**src/rtl/pipeline_condlogic.sv**
```systemverilog
// Condition-and-control pipeline for the ARM core: carries the decoded control bundle
// through E, M and W, predicates it on Cond[31:28] against the flags, and maintains FlagsQ.
module pipeline_condlogic #(
    parameter bit         COND_EN     = 1'b1,
    parameter int         REG_ADDR_W  = 4,
    parameter logic [3:0] RESET_FLAGS = 4'b0000
) (
    input  logic                  clk,
    input  logic                  reset,
    input  logic                  StallE,
    input  logic                  FlushE,
    input  logic [3:0]            CondD,
    input  logic                  PCSD,
    input  logic                  RegWD,
    input  logic                  MemWD,
    input  logic [1:0]            FlagWD,
    input  logic                  MemtoRegD,
    input  logic                  BranchD,
    input  logic                  BLD,
    input  logic [REG_ADDR_W-1:0] WA3D,
    input  logic [3:0]            ALUFlagsE,
    output logic                  CondExE,
    output logic                  BranchTakenE,
    output logic [3:0]            FlagsQ,
    output logic                  RegWriteM,
    output logic                  MemWriteM,
    output logic                  MemtoRegM,
    output logic [REG_ADDR_W-1:0] WA3M,
    output logic                  RegWriteW,
    output logic                  MemtoRegW,
    output logic                  PCSrcW,
    output logic                  BLW,
    output logic [REG_ADDR_W-1:0] WA3W
);

    typedef struct packed {
        logic                  pcs;
        logic                  regw;
        logic                  memw;
        logic [1:0]            flagw;
        logic                  mtr;
        logic                  branch;
        logic                  bl;
        logic [REG_ADDR_W-1:0] wa3;
        logic [3:0]            cond;
    } ectl_t;

    ectl_t                  e_q, e_d, d_bundle;
    logic [3:0]             flags_q, flags_d;
    logic                   cond_pass;
    logic                   cond_ex;
    logic                   regw_m_q, regw_m_d;
    logic                   memw_m_q, memw_m_d;
    logic                   mtr_m_q, mtr_m_d;
    logic                   pcs_m_q, pcs_m_d;
    logic                   bl_m_q, bl_m_d;
    logic [REG_ADDR_W-1:0]  wa3_m_q, wa3_m_d;
    logic                   regw_w_q, mtr_w_q, pcs_w_q, bl_w_q;
    logic [REG_ADDR_W-1:0]  wa3_w_q;

    logic n_f, z_f, c_f, v_f;
    assign {n_f, z_f, c_f, v_f} = flags_q;

    always_comb begin
        d_bundle.pcs    = PCSD;
        d_bundle.regw   = RegWD;
        d_bundle.memw   = MemWD;
        d_bundle.flagw  = FlagWD;
        d_bundle.mtr    = MemtoRegD;
        d_bundle.branch = BranchD;
        d_bundle.bl     = BLD;
        d_bundle.wa3    = WA3D;
        d_bundle.cond   = CondD;
    end

    // Flush beats stall so a squashed instruction can never be held in E.
    always_comb begin
        if (FlushE)      e_d = '0;
        else if (StallE) e_d = e_q;
        else             e_d = d_bundle;
    end

    always_comb begin
        cond_pass = 1'b0;
        case (e_q.cond)
            4'b0000: cond_pass = z_f;
            4'b0001: cond_pass = !z_f;
            4'b0010: cond_pass = c_f;
            4'b0011: cond_pass = !c_f;
            4'b0100: cond_pass = n_f;
            4'b0101: cond_pass = !n_f;
            4'b0110: cond_pass = v_f;
            4'b0111: cond_pass = !v_f;
            4'b1000: cond_pass = c_f && !z_f;
            4'b1001: cond_pass = !c_f || z_f;
            4'b1010: cond_pass = (n_f == v_f);
            4'b1011: cond_pass = (n_f != v_f);
            4'b1100: cond_pass = !z_f && (n_f == v_f);
            4'b1101: cond_pass = z_f || (n_f != v_f);
            4'b1110: cond_pass = 1'b1;
            default: cond_pass = 1'b0;
        endcase
    end

    assign cond_ex = COND_EN ? cond_pass : 1'b1;

    // Flags follow the E instruction only when it actually advances out of E.
    always_comb begin
        flags_d = flags_q;
        if (!StallE && cond_ex) begin
            if (e_q.flagw[1]) flags_d[3:2] = ALUFlagsE[3:2];
            if (e_q.flagw[0]) flags_d[1:0] = ALUFlagsE[1:0];
        end
    end

    always_comb begin
        regw_m_d = 1'b0;
        memw_m_d = 1'b0;
        mtr_m_d  = 1'b0;
        pcs_m_d  = 1'b0;
        bl_m_d   = 1'b0;
        wa3_m_d  = '0;
        if (!StallE) begin
            regw_m_d = e_q.regw & cond_ex;
            memw_m_d = e_q.memw & cond_ex;
            mtr_m_d  = e_q.mtr;
            pcs_m_d  = e_q.pcs & cond_ex;
            bl_m_d   = e_q.bl & cond_ex;
            wa3_m_d  = e_q.wa3;
        end
    end

    always_ff @(posedge clk or posedge reset) begin
        if (reset) begin
            e_q      <= '0;
            flags_q  <= RESET_FLAGS;
            regw_m_q <= 1'b0;
            memw_m_q <= 1'b0;
            mtr_m_q  <= 1'b0;
            pcs_m_q  <= 1'b0;
            bl_m_q   <= 1'b0;
            wa3_m_q  <= '0;
            regw_w_q <= 1'b0;
            mtr_w_q  <= 1'b0;
            pcs_w_q  <= 1'b0;
            bl_w_q   <= 1'b0;
            wa3_w_q  <= '0;
        end else begin
            e_q      <= e_d;
            flags_q  <= flags_d;
            regw_m_q <= regw_m_d;
            memw_m_q <= memw_m_d;
            mtr_m_q  <= mtr_m_d;
            pcs_m_q  <= pcs_m_d;
            bl_m_q   <= bl_m_d;
            wa3_m_q  <= wa3_m_d;
            regw_w_q <= regw_m_q;
            mtr_w_q  <= mtr_m_q;
            pcs_w_q  <= pcs_m_q;
            bl_w_q   <= bl_m_q;
            wa3_w_q  <= wa3_m_q;
        end
    end

    assign CondExE      = cond_ex;
    assign BranchTakenE = e_q.branch & cond_ex;
    assign FlagsQ       = flags_q;
    assign RegWriteM    = regw_m_q;
    assign MemWriteM    = memw_m_q;
    assign MemtoRegM    = mtr_m_q;
    assign WA3M         = wa3_m_q;
    assign RegWriteW    = regw_w_q;
    assign MemtoRegW    = mtr_w_q;
    assign PCSrcW       = pcs_w_q;
    assign BLW          = bl_w_q;
    assign WA3W         = wa3_w_q;

endmodule

```
**config.mk**
```make
export PLATFORM = sky130hd
export DESIGN_NAME = pipeline_condlogic
export DESIGN_NICKNAME = d
export VERILOG_FILES = /design/src/rtl/pipeline_condlogic.sv
export SDC_FILE = /design/constraint.sdc
export NUM_CORES = 1
export LEC_CHECK = 0
export BUFFER_PORTS_ARGS = -buffer_cell sky130_fd_sc_hd__buf_2
export CAP_MARGIN = 20
export CORE_AREA = 2 2 59 61
export CTS_CLUSTER_SIZE = 25
export DETAILED_ROUTE_END_ITERATION = 16
export DIE_AREA = 0 0 61 63
export MAX_ROUTING_LAYER = met4
export PLACE_DENSITY = 0.74
export SYNTH_ARGS = -nofsm -noshare
export SYNTH_HDL_FRONTEND = slang
export SYNTH_SLANG_ARGS = --single-unit
```
**constraint.sdc**
```tcl
create_clock -name clk -period 2.69 [get_ports clk]
set_clock_uncertainty 0.1 [all_clocks]
set_input_delay 0.1345 -clock clk [delete_from_list [all_inputs] [get_ports clk]]
set_output_delay 0.1345 -clock clk [all_outputs]
set_load 0.01 [all_outputs]
```
* Word-level counts from Yosys, hierarchy flattened
Cells that the tools add are included.
Storage, ports and cells: flip-flop bits (word level) 37, input bits 24, word-level logic and storage cells 66
Cells by class: equality and inequality tests 17, multiplexer cells 9, bitwise logic cells 5, reductions and logical operators 13
Operators by type and width (number):
- $mux W16 | 2
- $eq A4 B4 Y1 const B | 7
- $eq A4 B3 Y1 const B | 4
- $pmux W1 S15 | 1
- $eq A4 B2 Y1 const B | 2
- $and A1 B1 Y1 | 5
- $logic_not A1 Y1 | 5
- $mux W1 | 5
- $eq A4 B1 Y1 const B | 1
- $logic_not A4 Y1 | 1
- $mux W4 | 1
- $reduce_and A2 Y1 | 2
- $logic_and A1 B1 Y1 | 3
- $logic_or A1 B1 Y1 | 2
- $ne A2 B1 Y1 const B | 1
- $eq A1 B1 Y1 | 1
- $ne A1 B1 Y1 | 1

* Depth between registers and ports, before layout
depth after elaboration 5, mapped depth 7, mapped depth without buffers 5

* Worst setup path after synthesis
Ideal clock, no wire load.
path kind register to register, start reg e_q[0] (netlist bit), end reg flags_q[0], in the netlist FlagsQ[0], setup time 127 ps, arrival 1871 ps, setup slack 592 ps, stages on the path, launching flop included 6, path buffers 1, period minus slack after synthesis 2098 ps, cell sequence dfrtp_1 buf_2 or4_1 o311a_1 a311oi_1 mux2_1
On the way: cells in the longest elaborated chain, start to end 4
Ends and longest elaborated chain:
- start, declared | RTL line 48 | ectl_t e_q, e_d, d_bundle;
- start signal, assigned | RTL line 135 | e_q <= '0;
- start signal, assigned | RTL line 149 | e_q <= e_d;
- $eq A4 B4 Y1 (tied with other cells) | RTL line 85 | case (e_q.cond)
- $pmux W1 S15 * | RTL line 85
- $logic_and A1 B1 Y1 * | RTL line 110 | if (!StallE && cond_ex) begin
- $reduce_and A2 Y1 (no source line) *
- end signal, assigned | RTL line 150 | flags_q <= flags_d;
- end, declared | RTL line 49 | logic [3:0] flags_q, flags_d;
Mark *: on every way between the ends. The rest lies on a longest branch, timed or not. A chain may end at the register's enable or synchronous reset.

* Worst setup path in the final report
start reg flags_q[3], in the netlist FlagsQ[3], end out BranchTakenE
On the way: cells in the longest elaborated chain, start to end 4
Ends and longest elaborated chain:
- $ne A1 B1 Y1 or $eq A1 B1 Y1 (tied branches)
- $logic_or A1 B1 Y1 or $logic_and A1 B1 Y1 (tied branches) | RTL line 99, 98
- $pmux W1 S15 * | RTL line 85
- $and A1 B1 Y1 * | RTL line 166 | assign BranchTakenE = e_q.branch & cond_ex;
- end, declared | RTL line 23 | output logic BranchTakenE,
Marked as above.

==> results_dict.tcl <==
set metrics [dict create \
    worstPathMaxFanout 6 \
    crit_path_max_incr_delay_ns 0.47 \
    synth_area_um2 1520 \
    final-setup-viol-count 0 \
    portBuffers 44 \
    fp.dieW_um 61 \
    critPathRequiredTime_ns 2.46 \
    die_area_um2 3840 \
    hold_viol 0 \
    design.core.area_um2 3230 \
    area_growth_pct 36.0 \
    vias_per_cell 4.86 \
    wl_per_cell_um 13.3 \
    met2_wirelength_mm 1.60 \
    cts_hold_buf 21 \
    worst_slack_ns 0.221 \
    path_depth 6 \
    r2r_slack_ns 0.47 \
    grt_pass1_vias 1157 \
    p_leak_nw 1.07 \
    h-tree-depth 2 \
    drive_gt1_frac 0.300 \
    p_per_area_nw_per_um2 663 \
    status "complete, no violations" \
    fmax_mhz 405 \
    regArea_um2 926 \
    clockBufferDepth 2 \
    holdWs_ns 0.0497 \
    drt-initial-drc-count 37 \
    finalCritPeriodShare 0.918 \
    cp-endpoint "BranchTakenE" \
    antennaDiodeCount 0 \
    drtAntennaViolNets 0 \
    drtPass1Iterations 4 \
    cp-start-kind "register" \
    fin_crit_ns 2.47 \
    arrival_ns 2.23 \
    synth_cells 124 \
    pin_count 45 \
    worstPathBufferInverterCount 1 \
    cts_inserted_buffers 5 \
    irDropWorstVdd_mv 0.354 \
    synth_fp_nets 148 \
    seq_area_frac_synth 0.610 \
    drv_cap 0 \
    fin_nets 213 \
    holdCritPathClass "in2reg" \
    slew_violations 0 \
    worstSetupPathType "reg2out" \
    cts_resized 0 \
    postCtsSetupBuffers 0 \
    crit_path_top_delay_cell "o311ai_1" \
    yosysWarnings 0 \
    gp_congestion 0.892 \
    clock-sinks 37 \
    critical-path-top-delay-family "compound AO/OA/AOI/OAI gates" \
    rr_endpoint "FlagsQ[1]$_DFFE_PP0P_" \
    rows 21 \
    fillers 268 \
    die_y_um 63 \
    worstMarginPinSlew_ns 0.636 \
    met1Wirelength_mm 1.35 \
    drt_wl_total_mm 3.14 \
    wl_met3_um 145 \
    synth-seq-cells 37 \
    path_cells "xnor2_1 > o32ai_1 > o311ai_1 > and3_2 > nor2b_1 > buf_2" \
    clock-root-buffer "clkbuf_4" \
    highest_layer "met4" \
    gr-usage-all-layers 0.197 \
    path_clk_slew_ns 0.12 \
    rsz0062_at_grt "false" \
    clkLatencyLatePin_ns 0.34 \
    antenna_found_initial 0 \
    fin_tns_setup_ns 0 \
    start_util 0.470 \
    grt_pass1_wl_mm 5.40 \
    multi_input_area_um2 542 \
    grt_start_max_net_pins 38 \
    synth_cell_types 29 \
    rr_worst_depth 5 \
    cts_tree "built" \
    relSlewSlack 0.576 \
    avgSynthCellArea_um2 12.2 \
    drc 0 \
    cp-startpoint "FlagsQ[3]$_DFFE_PP0P_" \
    overflow 0 \
    regToRegStartpoint "e_q[1]$_DFFE_PP0P_" \
    critPathCaptureType "output port" \
    dp_slack_ns 0.500 \
    via_count 1147 \
]
[worst reg2reg max path, stage by stage, from the launching register on]
cell and delay [ns]:
dfrtp_1 0.49, mux2_2 0.36, nor3b_1 0.19, o21ai_0 0.18, a311oi_1 0.43, mux2_1 0.37
[state kept, by name, indices dropped and copies added (netlist names), 4 cells and up]
register,cells
FlagsQ,4
WA3M,4
WA3W,4
e_q,16
[placed cells by master (no fill, tap or decap)]
master / synthesis / layout
clkinv_4: 0 / 1
nand2b_1: 2 / 2
buf_4: 0 / 1
and2_1: 1 / 1
nand2_1: 1 / 1
and4bb_2: 1 / 1
mux2i_1: 18 / 18
dlygate4sd3_1: 0 / 21
o311ai_1: 1 / 1
o21ai_0: 2 / 2
xor2_1: 1 / 1
clkbuf_4: 0 / 5
xnor2_1: 1 / 1
or4_1: 1 / 1
mux2_1: 4 / 4
and4b_2: 1 / 1
nor3_1: 1 / 1
and3_1: 1 / 1
nand3_1: 1 / 1
mux2_2: 1 / 1
dfrtp_1: 37 / 37
a21oi_1: 1 / 1
o32ai_1: 1 / 1
inv_1: 5 / 5
bufinv_16: 0 / 1
nor2_1: 18 / 18
clkinvlp_4: 0 / 1
a311oi_1: 2 / 2
and3_2: 1 / 1
nor3b_1: 6 / 6
o311a_1: 1 / 1
nor2b_1: 6 / 6
buf_2: 2 / 44
[worst min path at each step]
| stage | start | slack, ns | end | depth (start not counted) |
|---|---|---|---|---|
| final | FlushE | 0.05 | e_q[5]$_DFFE_PP0P_ | 2 |
| after global routing | FlushE | 0.05 | e_q[6]$_DFFE_PP0P_ | 2 |
| after CTS | FlushE | 0.03 | e_q[5]$_DFFE_PP0P_ | 2 |
| after detailed placement | reset | 0.17 | MemtoRegW$_DFF_PP0_ | 3 |
| after global placement | reset | 0.15 | RegWriteW$_DFF_PP0_ | 3 |
| after floorplan | ALUFlagsE[0] | 0.17 | FlagsQ[0]$_DFFE_PP0P_ | 1 |
[report_power, final]
| part | leakage [nW] | total [mW] | internal, mW | switching, mW |
|---|---|---|---|---|
| Combinational | 0.533 | 0.303 | 0.157 | 0.146 |
| Clock | 0.0414 | 0.388 | 0.197 | 0.191 |
| Sequential | 0.494 | 0.678 | 0.610 | 0.0683 |
| Total | 1.07 | 1.37 | 0.964 | 0.406 |
[cells by family (layout without fill, tap and decap cells)]
logic type / Yosys count / after routing / synth area share
AO/OA/AOI/OAI: 8 / 8 / 0.0395
XOR/XNOR: 2 / 2 / 0.0115
buffers and inverters: 13 / 79 / 0.0338
flip-flops: 37 / 37 / 0.610
multiplexers: 23 / 23 / 0.156
AND/OR/NAND/NOR: 41 / 41 / 0.150
[routing by layer]
metal,up-vias,global-route usage
li1,554,-
met4,0,0.0734
met2,43,0.292
met1,546,0.253
met5,-,-
met3,4,0.0580
[synthesized netlist by cell type (all sizes together)]
cell type | number | area share
o311a | 1 | 0.0066
nand2 | 1 | 0.0025
nor3b | 6 | 0.030
o32ai | 1 | 0.0058
and3 | 2 | 0.0091
a21oi | 1 | 0.0033
dfrtp | 37 | 0.61
o311ai | 1 | 0.0058
nand2b | 2 | 0.0082
and4bb | 1 | 0.0082
or4 | 1 | 0.0049
and4b | 1 | 0.0074
nor2b | 6 | 0.025
a311oi | 2 | 0.012
clkbuf | 4 | 0.0099
buf | 4 | 0.012
o21ai | 2 | 0.0066
xor2 | 1 | 0.0058
mux2i | 18 | 0.12
and2 | 1 | 0.0041
nand3 | 1 | 0.0033
nor3 | 1 | 0.0033
mux2 | 5 | 0.037
inv | 5 | 0.012
nor2 | 18 | 0.044
xnor2 | 1 | 0.0058
[metrics by stage]
step / power [mW] / instances / area, um2 / utilization
2_1_floorplan: 0.862 / 124 / 1520 / -
3_3_place_gp: 0.958 / 207 / 1770 / 0.548
3_5_place_dp: 0.969 / 207 / 1770 / 0.548
4_1_cts: 1.38 / 236 / 2070 / 0.639
5_1_grt: 1.46 / 236 / 2070 / 0.639
6_report: 1.37 / 236 / 2070 / 0.639
[area by class of cell]
type	count	area share
flip-flops and latches	37	0.448
multi-input cells	74	0.262
repair buffers	66	0.212
well taps	46	0.0279
clock inverters	3	0.0224
clock buffers	5	0.0182
inverters	5	0.00909
(Power assumes the default switching activity.)
